===== src/rtl/csa_operand_loader.sv =====
// csa_operand_loader: gathers four 32-bit words into operands a and b plus carry-in and presents them to a 64-bit carry-select adder
module csa_operand_loader (
  input  logic        clk,
  input  logic        rst_n,
  input  logic        in_valid,
  input  logic [31:0] in_data,
  input  logic        in_cin,
  output logic        in_ready,
  input  logic        flush,
  output logic [63:0] a,
  output logic [63:0] b,
  output logic        c_in,
  output logic        op_valid,
  input  logic        op_ready,
  output logic [7:0]  op_count
);
  typedef enum logic [2:0] {A_LO, A_HI, B_LO, B_HI, PRESENT} state_t;
  state_t state, state_d;
  logic xfer, take;
  assign xfer = in_valid && in_ready && !flush;
  assign take = state == PRESENT && op_ready && !flush;
  always_ff @(posedge clk or negedge rst_n) begin
    if (!rst_n) begin
      state    <= A_LO;
      op_valid <= 1'b0;
      op_count <= 8'd0;
    end else begin
      state    <= state_d;
      op_valid <= state_d == PRESENT;
      op_count <= op_count + {7'd0, take};
    end
  end
  always_comb begin
    state_d = flush || take ? A_LO :
              !xfer         ? state :
              state == A_LO ? A_HI :
              state == A_HI ? B_LO :
              state == B_LO ? B_HI : PRESENT;
  end
  always_comb begin
    in_ready = state != PRESENT;
  end
  // Operand registers only move on an accepted word, so they persist past the handshake
  always_ff @(posedge clk or negedge rst_n) begin
    if (!rst_n) begin
      a    <= 64'd0;
      b    <= 64'd0;
      c_in <= 1'b0;
    end else if (xfer) begin
      if (state == A_LO) begin
        a[31:0] <= in_data;
        c_in    <= in_cin;
      end
      if (state == A_HI) a[63:32] <= in_data;
      if (state == B_LO) b[31:0]  <= in_data;
      if (state == B_HI) b[63:32] <= in_data;
    end
  end
endmodule


===== config.mk =====
export PLATFORM = sky130hd
export DESIGN_NAME = csa_operand_loader
export DESIGN_NICKNAME = d
export VERILOG_FILES = /design/src/rtl/csa_operand_loader.sv
export SDC_FILE = /design/constraint.sdc
export NUM_CORES = 1
export LEC_CHECK = 0
export BUFFER_PORTS_ARGS = -buffer_cell sky130_fd_sc_hd__buf_2
export CAP_MARGIN = 5
export CORE_ASPECT_RATIO = 0.8
export CORE_MARGIN = 3
export CORE_UTILIZATION = 40
export CTS_CLUSTER_SIZE = 12
export DETAILED_ROUTE_END_ITERATION = 10
export PLACE_DENSITY = 0.65
export SLEW_MARGIN = 25
export SYNTH_ARGS = -nofsm -noshare
export SYNTH_HDL_FRONTEND = slang
export SYNTH_SLANG_ARGS = --single-unit

===== constraint.sdc =====
create_clock -name clk -period 3.1 [get_ports clk]
set_clock_uncertainty 0.2 [all_clocks]
set_input_delay 0.93 -clock clk [delete_from_list [all_inputs] [get_ports clk]]
set_output_delay 0.93 -clock clk [all_outputs]
set_load 0.02 [all_outputs]

==> results.cfg <==
[yosys]
syn_avg_cell_area_sq_um = 16.7
yosys.area.top_type = dfrtp_1
ys_ff_latch = 141
async_reset_ff_share_pct = 100
synth_nets = 366
netlist_instances = 326
yosys_warnings = 0
synthFlopType = dfrtp_1
synth_area_sq_mm = 0.00544
synthTopCellsByArea = dfrtp_1 (65%), mux2_2 (27%), buf_6 (1.2%), xnor2_1 (0.80%), clkbuf_8 (0.76%)
synth-edff-count = 0
netlist.area_leader.share_pct = 64.8
yosysSeqAreaShare_pct = 64.8
synth_cell_types = 29

[floorplanning]
start_util_pct = 41.5
core-area_sq_mm = 0.0131
die_y_um = 110
pin_count = 177
die_x_um = 136
rows = 37
die_area_sq_mm = 0.0151

[power]
p_per_area_mw_per_mm2 = 871
peakVddDrop_uv = 472
p_leak_nw = 3.61

[clock_network]
cts_resized = 0
cts_sinks = 141
cts_hold_buf = 0
post_cts_buffers = 0
cts_buffers = 17
clk_latency_ns = 0.41
cts_tree = done
clkSlewWorstSetupHoldPaths_ns = 0.06
clockRootBuffer = clkbuf_16
h-tree-depth = 4
clockBufferDepth = 2

[worst_setup_path]
slowest_stage = dfrtp_1
critPathMaxStageDelay_ns = 0.53
path_delay_family = flip-flops
crit_arrival_ns = 1.66
cp-start-kind = flop
worstSetupPathType = reg2out
crit_buf_inv = 1
path_cells = or3b_2, buf_2
setup.worst_path.end_class = primary output
crit_fanout = 9
crit_required_ns = 1.97

[global_route]
grt-ovfl-total = 0
grt_pass1_vias = 3504
antenna_found_initial = 0
grtUsageTotal_pct = 16.3
grt_pass1_wl_mm = 18.5
grt_max_degree = 70

[placed_design]
gp_congestion = 0.723
port-buffer-count = 176
place_inst = 669
hpwl_mm = 8.33

[timing]
period_needed_ns = 2.79
finalSetupTns_ns = 0
drv_slew = 0
worstMarginPinSlew_ns = 0.519
grt_setup_unrepaired = false
maxSlewHeadroom_pct = 65.4
clock.fmax_mhz = 358
fin_crit_sh_pct = 90.0
final-setup-viol-count = 0
hold_viol_final = 0

[route]
wl_mm = 11.9
avgRoutedWirePerCell_um = 16.9
drtIter0Drc = 69
vias_per_cell = 4.84
drcViolationCount = 0
drtAntennaViolNets = 0
vias = 3393
dr.pass1.iters = 4

[cells_and_area]
drive_above_1_share_pct = 66.9
nFillCells = 1103
final_cell_count_no_fill = 701
areaGrowthSynthToFinish_pct = 29.3
nets = 553
diodes = 0

[run_status]
outcome = finished clean

[worst_hold_path]
holdCritPathClass = in2async

[run]
drv_cap = 0
[where the power goes]
group	internal (mW)	total, mW	switching [mW]
Clock	1.18	1.92	0.736
Sequential	2.30	2.54	0.238
Combinational	0.680	1.67	0.995
[logic make-up (layout without fill, tap and decap cells)]
group	count (synthesis)	in the layout	synth area share, %
AO/OA/AOI/OAI	7	7	0.713
XOR/XNOR	6	6	0.966
adder cells (fa/ha/maj)	3	3	0.644
buffers and inverters	18	218	3.01
flip-flops	141	141	64.8
multiplexers	129	129	26.7
AND/OR/NAND/NOR	22	22	3.15
[layout by cell type, fill, tap and decap left out, types with 3 or more instances in the layout]
cell / n
a21oi_1: 4
clkinvlp_4: 3
clkbuf_8: 4
dfrtp_1: 141
buf_2: 175
mux2_2: 129
xnor2_1: 5
clkinv_2: 6
clkbuf_16: 17
buf_4: 7
nand3_1: 5
[cells in the mapped netlist, types with 3 or more instances]
master and number:
xnor2_1 5, a21oi_1 4, buf_4 5, clkbuf_8 3
dfrtp_1 141, mux2_2 129, nand3_1 5, buf_6 6
[registers in the layout, indices dropped and copies added (netlist names)]
name,flops
state,3
op_valid,1
b,64
a,64
c_in,1
op_count,8
[path summary, 6_finish.rpt]
kind	start	endpoint	slack, ns	depth (start not counted)
max in group asynchronous	rst_n	b[22]	1.74	2
min in group clk	op_count[7]	op_count[7]	0.27	1
worst min register to register	op_count[7]	op_count[7]	0.27	1
worst min-delay path	rst_n	op_count[4]	0.25	1
worst max register to register	state[2]	op_count[6]	0.83	6
worst max-delay path	state[2]	in_ready	0.31	2
[routing by layer]
| metal | global-route usage [%] | up-vias | share of wire (%) |
|---|---|---|---|
| met5 | 0 | - | 0 |
| met4 | 6.69 | 0 | 1.1 |
| met3 | 6.17 | 8 | 7.9 |
| met2 | 26.1 | 109 | 48 |
| met1 | 20.1 | 1742 | 43 |
| li1 | - | 1534 | - |
[stage by stage]
step | hold slack (ns) | total power [mW] | utilization (%) | setup WS, ns | area, sq um
floorplan | 0.382 | 3.58 | - | 0.779 | 5440
global placement | 0.257 | 4.22 | 49.3 | 0.568 | 6460
detailed placement | 0.260 | 4.27 | 49.3 | 0.486 | 6460
CTS | 0.240 | 6.23 | 53.7 | 0.296 | 7040
global route | 0.255 | 6.45 | 53.7 | 0.268 | 7040
finish | 0.248 | 6.13 | 53.7 | 0.309 | 7040
[final cells by class]
cell class	instances	area, sq um	share of cell area [%]
Clock buffer	21	480	6.83
Clock inverter	11	91.3	1.30
Inverter	2	7.51	0.107
Multi-Input combinational cell	167	1750	24.9
Sequential cell	141	3530	50.1
Tap cell	175	219	3.11
Timing Repair Buffer	184	960	13.6
Power figures use the tool's default switching activity.
